`config.mk`:
```
export PLATFORM = sky130hd
export DESIGN_NAME = lstm_seq_ctrl
export DESIGN_NICKNAME = d
export VERILOG_FILES = /design/src/rtl/lstm_seq_ctrl.sv
export SDC_FILE = /design/constraint.sdc
export NUM_CORES = 1
export LEC_CHECK = 0
export ABC_AREA = 1
export CAP_MARGIN = 40
export CORE_MARGIN = 2
export CORE_UTILIZATION = 57
export CTS_CLUSTER_SIZE = 30
export DETAILED_ROUTE_END_ITERATION = 10
export GPL_TIMING_DRIVEN = 0
export HOLD_SLACK_MARGIN = 0.1
export PLACE_DENSITY = 0.77
export SLEW_MARGIN = 10
export SYNTH_ARGS = -nofsm -noshare
export SYNTH_HDL_FRONTEND = slang
export SYNTH_SLANG_ARGS = --single-unit
```
`constraint.sdc`:
```
create_clock -name clk -period 8.4 [get_ports clk]
set_input_delay 2.1 -clock clk [delete_from_list [all_inputs] [get_ports clk]]
set_output_delay 2.1 -clock clk [all_outputs]
set_load 0.05 [all_outputs]
```
`src/rtl/lstm_seq_ctrl.sv`:
```
// rtl/lstm_seq_ctrl.sv - LSTM layer sequencer: MAC row stepping, activation, cell update, h writeback
// Walks t -> j -> gate -> k, issuing operand/weight addresses and datapath enables.
module lstm_seq_ctrl #(
  parameter int GATES   = 4,
  parameter int IWIDTH  = 8,
  parameter int HWIDTH  = 8,
  parameter int TWIDTH  = 10,
  parameter int AWIDTH  = 16,
  parameter int ACT_LAT = 2,
  localparam int GW     = (GATES > 1) ? $clog2(GATES) : 1
) (
  input  logic              clk,
  input  logic              rst,
  input  logic              req,
  input  logic [IWIDTH-1:0] in_size,
  input  logic [HWIDTH-1:0] hid_size,
  input  logic [TWIDTH-1:0] step_num,
  input  logic              stall,
  output logic              busy,
  output logic              ack,
  output logic [GW-1:0]     gate_sel,
  output logic              op_sel,
  output logic [AWIDTH-1:0] op_addr,
  output logic [AWIDTH-1:0] w_addr,
  output logic              mac_clear,
  output logic              mac_en,
  output logic              act_en,
  output logic              cell_en,
  output logic              h_we,
  output logic [HWIDTH-1:0] h_addr,
  output logic [TWIDTH-1:0] t_cnt
);

  localparam int KW = ((IWIDTH > HWIDTH) ? IWIDTH : HWIDTH) + 1;
  localparam int SW = KW + AWIDTH;
  localparam int CW = (ACT_LAT > 1) ? $clog2(ACT_LAT) : 1;

  localparam logic [HWIDTH-1:0] H_ONE  = 1;
  localparam logic [TWIDTH-1:0] T_ONE  = 1;
  localparam logic [KW-1:0]     K_ONE  = 1;
  localparam logic [AWIDTH-1:0] A_ONE  = 1;
  localparam logic [CW-1:0]     C_ONE  = 1;
  localparam logic [GW-1:0]     G_ONE  = 1;
  localparam logic [GW-1:0]     G_LAST = GW'(GATES - 1);
  localparam logic [CW-1:0]     C_LAST = CW'(ACT_LAT - 1);

  typedef enum logic [2:0] {S_IDLE, S_MAC, S_ACT, S_CELL, S_OUT, S_DONE} state_t;

  state_t            r_state;
  state_t            w_next;

  logic [IWIDTH-1:0] r_in;
  logic [HWIDTH-1:0] r_hid;
  logic [TWIDTH-1:0] r_steps;
  logic [HWIDTH-1:0] r_j;
  logic [GW-1:0]     r_g;
  logic [KW-1:0]     r_k;
  logic [TWIDTH-1:0] r_t;
  logic [AWIDTH-1:0] r_w;
  logic [AWIDTH-1:0] r_xbase;
  logic [CW-1:0]     r_act;
  logic              r_op_sel_q;
  logic [AWIDTH-1:0] r_op_addr_q;

  logic [KW-1:0]     w_k_inc;
  logic [KW-1:0]     w_in_k;
  logic [KW-1:0]     w_klen;
  logic              w_k_last;
  logic              w_act_last;
  logic              w_g_last;
  logic              w_j_last;
  logic              w_t_last;
  logic              w_zero_cfg;
  logic [SW-1:0]     w_kx;
  logic [SW-1:0]     w_inx;
  logic [SW-1:0]     w_xbx;
  logic [SW-1:0]     w_x_sum;
  logic [SW-1:0]     w_h_off;
  logic [SW-1:0]     w_xb_next;
  logic              w_is_h;
  logic [AWIDTH-1:0] w_op_addr_now;

  assign w_k_inc    = r_k + K_ONE;
  assign w_in_k     = {{(KW-IWIDTH){1'b0}}, r_in};
  assign w_klen     = w_in_k + {{(KW-HWIDTH){1'b0}}, r_hid};
  assign w_k_last   = (w_k_inc == w_klen);
  assign w_act_last = (r_act == C_LAST);
  assign w_g_last   = (r_g == G_LAST);
  assign w_j_last   = ((r_j + H_ONE) == r_hid);
  assign w_t_last   = ((r_t + T_ONE) == r_steps);
  assign w_zero_cfg = (hid_size == '0) || (step_num == '0);

  // Address arithmetic is done wide and truncated so x_base and w_addr wrap mod 2^AWIDTH.
  assign w_kx          = {{AWIDTH{1'b0}}, r_k};
  assign w_inx         = {{(SW-IWIDTH){1'b0}}, r_in};
  assign w_xbx         = {{KW{1'b0}}, r_xbase};
  assign w_x_sum       = w_xbx + w_kx;
  assign w_h_off       = w_kx - w_inx;
  assign w_xb_next     = w_xbx + w_inx;
  assign w_is_h        = (r_k >= w_in_k);
  assign w_op_addr_now = w_is_h ? w_h_off[AWIDTH-1:0] : w_x_sum[AWIDTH-1:0];

  always_ff @(posedge clk or posedge rst) begin
    if (rst) r_state <= S_IDLE;
    else     r_state <= w_next;
  end

  always_comb begin
    w_next = r_state;
    if (!stall) begin
      case (r_state)
        S_IDLE:  if (req) w_next = w_zero_cfg ? S_DONE : S_MAC;
        S_MAC:   if (w_k_last) w_next = S_ACT;
        S_ACT:   if (w_act_last) w_next = w_g_last ? S_CELL : S_MAC;
        S_CELL:  w_next = S_OUT;
        S_OUT:   w_next = (w_j_last && w_t_last) ? S_DONE : S_MAC;
        S_DONE:  w_next = S_IDLE;
        default: w_next = S_IDLE;
      endcase
    end
  end

  always_comb begin
    busy      = (r_state != S_IDLE);
    ack       = (r_state == S_DONE) && !stall;
    mac_en    = (r_state == S_MAC) && !stall;
    mac_clear = (r_state == S_MAC) && !stall && (r_k == '0);
    act_en    = (r_state == S_ACT) && !stall && (r_act == '0);
    cell_en   = (r_state == S_CELL) && !stall;
    h_we      = (r_state == S_OUT) && !stall;
    op_sel    = r_op_sel_q;
    op_addr   = r_op_addr_q;
    if (r_state == S_MAC) begin
      op_sel  = w_is_h;
      op_addr = w_op_addr_now;
    end
  end

  assign gate_sel = r_g;
  assign w_addr   = r_w;
  assign h_addr   = r_j;
  assign t_cnt    = r_t;

  always_ff @(posedge clk or posedge rst) begin
    if (rst) begin
      r_in        <= '0;
      r_hid       <= '0;
      r_steps     <= '0;
      r_j         <= '0;
      r_g         <= '0;
      r_k         <= '0;
      r_t         <= '0;
      r_w         <= '0;
      r_xbase     <= '0;
      r_act       <= '0;
      r_op_sel_q  <= 1'b0;
      r_op_addr_q <= '0;
    end else if (!stall) begin
      case (r_state)
        S_IDLE: begin
          if (req) begin
            r_in    <= in_size;
            r_hid   <= hid_size;
            r_steps <= step_num;
            r_j     <= '0;
            r_g     <= '0;
            r_k     <= '0;
            r_t     <= '0;
            r_w     <= '0;
            r_xbase <= '0;
            r_act   <= '0;
          end
        end
        S_MAC: begin
          r_w         <= r_w + A_ONE;
          r_k         <= w_k_last ? '0 : w_k_inc;
          r_op_sel_q  <= w_is_h;
          r_op_addr_q <= w_op_addr_now;
        end
        S_ACT: begin
          r_act <= w_act_last ? '0 : (r_act + C_ONE);
          if (w_act_last) r_g <= w_g_last ? '0 : (r_g + G_ONE);
        end
        S_OUT: begin
          if (w_j_last) begin
            r_j     <= '0;
            r_w     <= '0;
            r_xbase <= w_xb_next[AWIDTH-1:0];
            r_t     <= r_t + T_ONE;
          end else begin
            r_j <= r_j + H_ONE;
          end
        end
        default: ;
      endcase
    end
  end

endmodule

```
==> results of run 1 <==
per-layer routing:
layer	vias to the layer above	part of all wire (%)	track usage [%]
li1	3886	-	-
met1	3586	47	41.3
met2	178	46	46.4
met3	28	4.1	2.86
met4	0	2.6	10.7
met5	-	0	0
placed cells by master (no fill, tap or decap), types with 4 or more instances in the layout:
master / count
buf_6: 8
o21ai_0: 65
nand2_2: 5
nor3_1: 9
nand3_1: 85
xnor2_1: 14
nand3b_1: 12
clkbuf_1: 17
fa_1: 4
a22oi_1: 4
a21oi_1: 53
clkdlybuf4s50_1: 88
nor2_1: 85
dfrtp_1: 108
buf_2: 5
a21o_1: 4
mux2_2: 4
nand2_1: 335
clkbuf_16: 9
o22ai_1: 13
ha_1: 39
inv_2: 5
nand4_1: 22
xor2_1: 19
o21ai_1: 26
or2_2: 14
inv_1: 140
worst reg2reg max path: cells and delay by family (launching register included):
family,cells,cell delay (ps)
DFF,1,480
adders and majority gates,2,660
buffers and inverters,3,490
AOI/OAI and AO/OA,2,300
and+or+nand+nor,5,830
synthesized netlist by cell type (9+ instances only):
library cell and instances:
inv_1 141, o22ai_1 13, xor2_1 19, nand3b_1 12, dfrtp_1 108, nor2_1 85, a21oi_1 53, nand3_1 85
or2_2 14, ha_1 39, nand4_1 22, nand2_1 335, clkbuf_1 16, nor3_1 9, o21ai_0 65, xnor2_1 14
o21ai_1 26
flip-flops by register name (all words and copies together) (netlist names):
name         count
r_in             8
w_addr          16
r_steps         10
r_op_sel_q       1
r_hid            8
t_cnt           10
r_act            1
r_state          3
r_op_addr_q     16
gate_sel         2
h_addr           8
r_k              9
r_xbase         16
power by group:
group          internal, uW  switching, uW
Combinational           578           1070
Sequential              648            123
Clock                   238            201
Total                  1460           1390
cell type report:
| cell class | count | share of cell area [%] |
|---|---|---|
| plain buffers | 34 | 2.23 |
| clock buffers | 11 | 2.60 |
| clock inverters | 4 | 0.523 |
| inverters | 148 | 6.03 |
| multi-input cells | 843 | 47.5 |
| flip-flops and latches | 108 | 29.0 |
| well taps | 180 | 2.41 |
| repair buffers | 89 | 9.74 |
per-stage QoR:
step / util (%) / worst slack (ps) / instance area [sq um] / power (uW) / hold WS [ps]
after floorplan: - / 2570 / 7900 / 1970 / 444
final: 68.0 / 2280 / 9330 / 2860 / 492
after detailed placement: 65.9 / 2310 / 9040 / 2400 / 470
after global routing: 68.0 / 2120 / 9330 / 3090 / 521
after global placement: 65.6 / 1660 / 9010 / 2380 / 456
after CTS: 68.0 / 2290 / 9330 / 2850 / 488
path summary, 6_finish.rpt:
| kind | from | endpoint | cells after the start |
|---|---|---|---|
| hold reg to reg | r_op_addr_q[5]$_DFFE_PP0N_ | r_op_addr_q[5]$_DFFE_PP0N_ | 2 |
| hold / removal | r_op_addr_q[5]$_DFFE_PP0N_ | r_op_addr_q[5]$_DFFE_PP0N_ | 2 |
| setup / recovery | stall | mac_clear | 6 |
| max in group asynchronous | rst | r_state[2]$_DFFE_PP0P_ | 3 |
| min in group asynchronous | rst | r_xbase[13]$_DFFE_PP0P_ | 2 |
| setup reg to reg | r_k[0]$_DFFE_PP0P_ | r_op_addr_q[15]$_DFFE_PP0N_ | 12 |
logic make-up after synthesis:
family          Yosys count  share of synthesized area, %
compound gates          184                          13.0
xor+xnor                 33                          3.66
fa+ha+maj                43                          7.19
buf+inv                 182                          9.69
flops                   108                          34.2
mux                       4                         0.570
simple gates            579                          31.7
==> qor.txt, run 1 <==
Die H: 122 um
CTS Hold Bufs: 0
R2R Setup Slk: 5600 ps
relative slew slack: 47.1%
FFs w/ async S/R, synth: 100%
core area: 0.0137 sq mm
Reg area: 0.00270 sq mm
fraction of layout cells with a size suffix above 1: 5.90%
RSZ-0062 raised after global routing: no
routed vias/inst: 5.42
Final #Nets: 1306
Worst Skew: 10.4 ps
Max Cap Viol: 0
fmax: 0.163 GHz
routability cong.: 0.899
DR iter-0 viols: 537
leakage power: 0.00451 uW
worst hold path class: flop to flop
Synth area leader: dfrtp_1
CTS resizes: 0
Cell Pwr Density: 306 mW/mm^2
Crit Path Class: input port to primary output
Inst Count DP: 1402
largest net degree at the start of global routing: 70
maximum fanout along the worst path: 10
Tmin final: 6120 ps
setup tns final: 0 ps
Req. time, crit path: 6300 ps
outcome: complete, no violations
worst-path cell chain: buf_2, nor2_1, inv_1, clkbuf_1, nor3_1, clkdlybuf4s50_1
# H-tree levels: 3
# clock sinks: 108
DPL Wire Length: 15700 um
multi-input logic area: 0.00443 sq mm
CP max-delay cell: clkdlybuf4s50_1
crit path capture type: primary output
Worst EP arrival: 4020 ps
Syn Area/Cell: 6.97 sq um
leading post-synthesis cells by cell area: dfrtp_1 (34%), nand2_1 (16%), inv_1 (6.7%)
drt drc: 0
Worst Tran Pin Value: 783 ps
CP top delay family: buffers and inverters
#FFs+latches synth: 108
Fin. Hold Viols: 0
Max stage delay on crit path: 850 ps
IO Count: 90
Die W: 122 um
port buffer count: 88
grt ovf: 0
Synth top area share: 34.2%
Clk Tree Root Cell: clkbuf_16
CP Buf/Inv Count: 4
vias in the first global route: 7176
first-pass GRT wire length: 34500 um
IR drop worst, VDD: 0.202 mV
routed wire length: 20500 um
Post-DRT Antenna Nets: 0
drt pass-1 iters: 5
mapped cell area: 0.00790 sq mm
Final Cycle Share: 72.8%
GRT Util Overall: 29.1%
CTS tree: built
# fillers: 1222
Cell Rows: 43
antenna violations before repair: 0
Seq/Total Area, Yosys: 34.2%
cells after synthesis: 1133
Post-synth top flop: dfrtp_1
total number of vias: 7678
Worst-Skew Late Latency: 360 ps
Reg clk slew, reported paths: 70 ps
fin cells: 1417
final count of pins violating max slew: 0
Startpoint Class: input port
Post-CTS Setup Bufs: 0
full die area: 0.0148 sq mm
Initial Utilization: 57.6%
CTS Buf Count: 9
drt wl/cell: 14.5 um
Synth cell types: 47
number of synthesized flops with an enable pin: 0
Clock Path Buffers: 2
ANT cells: 0
Area Growth Syn to Fin: 18.1%
Yosys warnings: 0
Post-Syn Nets: 1206
Setup-failing EPs final: 0
(Power assumes the default switching activity.)
==> inputs of run 2 (changes only) <==
--- a/config.mk
+++ b/config.mk
@@ -8,12 +8,12 @@
 export ABC_AREA = 1
 export CAP_MARGIN = 40
 export CORE_MARGIN = 2
-export CORE_UTILIZATION = 57
+export CORE_UTILIZATION = 52
 export CTS_CLUSTER_SIZE = 30
 export DETAILED_ROUTE_END_ITERATION = 10
 export GPL_TIMING_DRIVEN = 0
 export HOLD_SLACK_MARGIN = 0.1
-export PLACE_DENSITY = 0.77
+export PLACE_DENSITY = 0.74
 export SLEW_MARGIN = 10
 export SYNTH_ARGS = -nofsm -noshare
 export SYNTH_HDL_FRONTEND = slang
==> constraint.sdc (replaced) <==
create_clock -name clk -period 5.06 [get_ports clk]
set_input_delay 1.265 -clock clk [delete_from_list [all_inputs] [get_ports clk]]
set_output_delay 1.265 -clock clk [all_outputs]
set_load 0.05 [all_outputs]
==> qor.txt, run 2 (synthesized netlist as in run 1, its figures left out) <==
outcome: complete, no violations
CTS Buf Count: 9 (unchanged)
relative slew slack: 49.2% (+2.1 points)
fraction of layout cells with a size suffix above 1: 6.46% (+0.56 points)
RR Endpoint: r_op_addr_q[12]$_DFFE_PP0N_
Final Cycle Share: 94.1%
largest net degree at the start of global routing: 69 (-1.4%)
Area Growth Syn to Fin: 18.6%
IR drop worst, VDD: 0.385 mV (+90%)
Worst-Skew Late Latency: 360 ps (about the same)
RSZ-0062 raised after global routing: no
Post-DRT Antenna Nets: 0 (unchanged)
Clock power frac: 16.6% (+1.2 points)
Net Sw Power: 2320 uW (+67%)
DPL Wire Length: 15800 um (+0.60%)
Worst Hold End: r_op_addr_q[2]$_DFFE_PP0N_
Worst Tran Pin Value: 752 ps (-31.8 ps)
FF-to-FF path depth: 12 (unchanged)
routability cong.: 0.901 (+0.23%)
port buffer count: 88 (unchanged)
vias in the first global route: 6972 (-2.8%)
# H-tree levels: 3 (unchanged)
highest-count cells in the layout ignoring fill and taps: nand2_1 (335), inv_1 (140), dfrtp_1 (108), nor2_1 (85), nand3_1 (85)
antenna violations before repair: 0 (unchanged)
drt pass-1 iters: 5 (unchanged)
# clock sinks: 108 (unchanged)
routed vias/inst: 5.32 (-1.8%)
IO Count: 90 (unchanged)
Fin Hold WS: 478 ps (-14.3 ps)
maximum fanout along the worst path: 10 (unchanged)
final count of pins violating max slew: 0 (unchanged)
Worst R2R Start: r_k[0]$_DFFE_PP0P_
Combinational Power Share: 56.5% (-1.1 points)
DR iter-0 viols: 397 (-26%)
Startpoint Class: flop
Die W: 127 um (+4.5%)
Initial Utilization: 52.6% (-5.0 points)
drt drc: 0 (unchanged)
first-pass GRT wire length: 34100 um (-0.98%)
Req. time, crit path: 3800 ps (-2500 ps)
commonest non-fill, non-tap cell in the layout: nand2_1
total number of vias: 7586 (-1.2%)
ANT cells: 0 (unchanged)
worst hold path class: flop to flop
routed wire length: 20500 um (+0.23%)
Cell Pwr Density: 508 mW/mm^2 (+66%)
CTS Hold Bufs: 0 (unchanged)
grt ovf: 0 (unchanged)
Fin. Hold Viols: 0 (unchanged)
Final #Nets: 1306 (unchanged)
Max Cap Viol: 0 (unchanged)
leakage power: 0.00465 uW (+3.0%)
Final Cell Area: 0.00937 sq mm (+0.39%)
HP Start: r_op_addr_q[2]$_DFFE_PP0N_
drt wl/cell: 14.4 um (-0.40%)
Reg clk slew, reported paths: 70 ps (about the same)
Clk Tree Root Cell: clkbuf_16
register share of total power: 26.9% (about the same)
R2R Setup Slk: 2190 ps (-3410 ps)
placed cell areas: 0.00905 sq mm (+0.11%)
Cell Rows: 45 (+4.7%)
GRT Util Overall: 26.1% (-3.0 points)
Worst EP arrival: 3500 ps (-520 ps)
Die H: 127 um (+4.5%)
Tmin final: 4760 ps
Crit Path Class: flop to primary output
crit path capture type: primary output
Internal: 2440 uW (+66%)
Setup-failing EPs final: 0 (unchanged)
full die area: 0.0162 sq mm (+9.3%)
# fillers: 1388 (+14%)
Worst Skew: 11.3 ps (+0.916 ps)
CTS tree: built
Clock Path Buffers: 2 (unchanged)
core area: 0.0150 sq mm (+9.6%)
Switching Share: 48.8% (+0.086 points)
Hold Path Depth: 2 (unchanged)
Post-CTS Setup Bufs: 0 (unchanged)
fmax: 0.210 GHz
-- run 2: timing repair --
action | CTS | global route
hold endpoints to repair | 0 | 0
setup endpoints to repair | 5 | 13
resized for setup | 5 | 18
-- run 2: through the flow --
stage          cells  setup slack (ps)  utilization (%)  TNS, ps  total power [uW]
3_5_place_dp    1410               275             60.2        0              3990
5_1_grt         1426              7.29             62.3        0              5140
2_1_floorplan   1133               875                -        0              3260
3_3_place_gp    1409              -834             60.0   -89080              3950
4_1_cts         1426              46.2             62.3        0              4770
6_report        1426               297             62.3        0              4760
-- run 2: worst max-delay path by stage --
stage	depth (start not counted)	endpoint	slack [ps]	from
after floorplan	10	op_addr[6]	880	r_k[0]$_DFFE_PP0P_
after global placement	2	r_k[2]$_DFFE_PP0P_	-830	rst
after detailed placement	11	op_addr[11]	280	r_k[0]$_DFFE_PP0P_
after CTS	12	op_addr[1]	50	r_k[0]$_DFFE_PP0P_
after global routing	12	op_addr[8]	7	r_in[5]$_DFFE_PP0P_
final	11	op_addr[8]	300	r_k[5]$_DFFE_PP0P_
-- run 2: worst max-delay path, stage by stage, from the launching register on --
cell             delay (ps)
dfrtp_1                 500
ha_1                    410
a21oi_1                 220
nor2_1                   60
nor2_1                  180
nand4_2                 320
inv_2                   260
nand2_1                  80
nor2_1                   80
nor2_1                   70
a21oi_1                 130
clkdlybuf4s50_1         820
-- run 2: cell type report --
| cell class | count | area (sq um) | share of cell area (%) |
|---|---|---|---|
| multi-input cells | 843 | 4430 | 47.3 |
| flip-flops and latches | 108 | 2700 | 28.9 |
| repair buffers | 89 | 903 | 9.64 |
| inverters | 148 | 563 | 6.01 |
| well taps | 188 | 235 | 2.51 |
| clock buffers | 9 | 225 | 2.40 |
| plain buffers | 34 | 208 | 2.22 |
| clock inverters | 7 | 97.6 | 1.04 |
-- run 2: layer usage --
| metal | track usage, % | wire, um | vias up |
|---|---|---|---|
| met5 | 0 | 0 | - |
| met4 | 7.82 | 461 | 0 |
| met3 | 3.18 | 707 | 19 |
| met2 | 42.5 | 9450 | 144 |
| met1 | 36.8 | 9930 | 3543 |
| li1 | - | - | 3880 |
-- run 2: power groups by stage --
stage               combinational [uW]  clock (uW)  sequential (uW)
floorplan                         1980           0             1280
global placement                  2660           0             1290
detailed placement                2700           0             1290
CTS                               2700         799             1280
global route                      3000         827             1310
finish                            2690         790             1280
==> inputs of run 3 (changes only) <==
--- a/config.mk
+++ b/config.mk
@@ -6,6 +6,7 @@
 export NUM_CORES = 1
 export LEC_CHECK = 0
 export ABC_AREA = 1
+export ABC_CLOCK_PERIOD_IN_PS = 5060
 export CAP_MARGIN = 40
 export CORE_MARGIN = 2
 export CORE_UTILIZATION = 52
==> results of run 3 <==
Same layout as run 2: the final DEF is identical, and so are final timing and power.
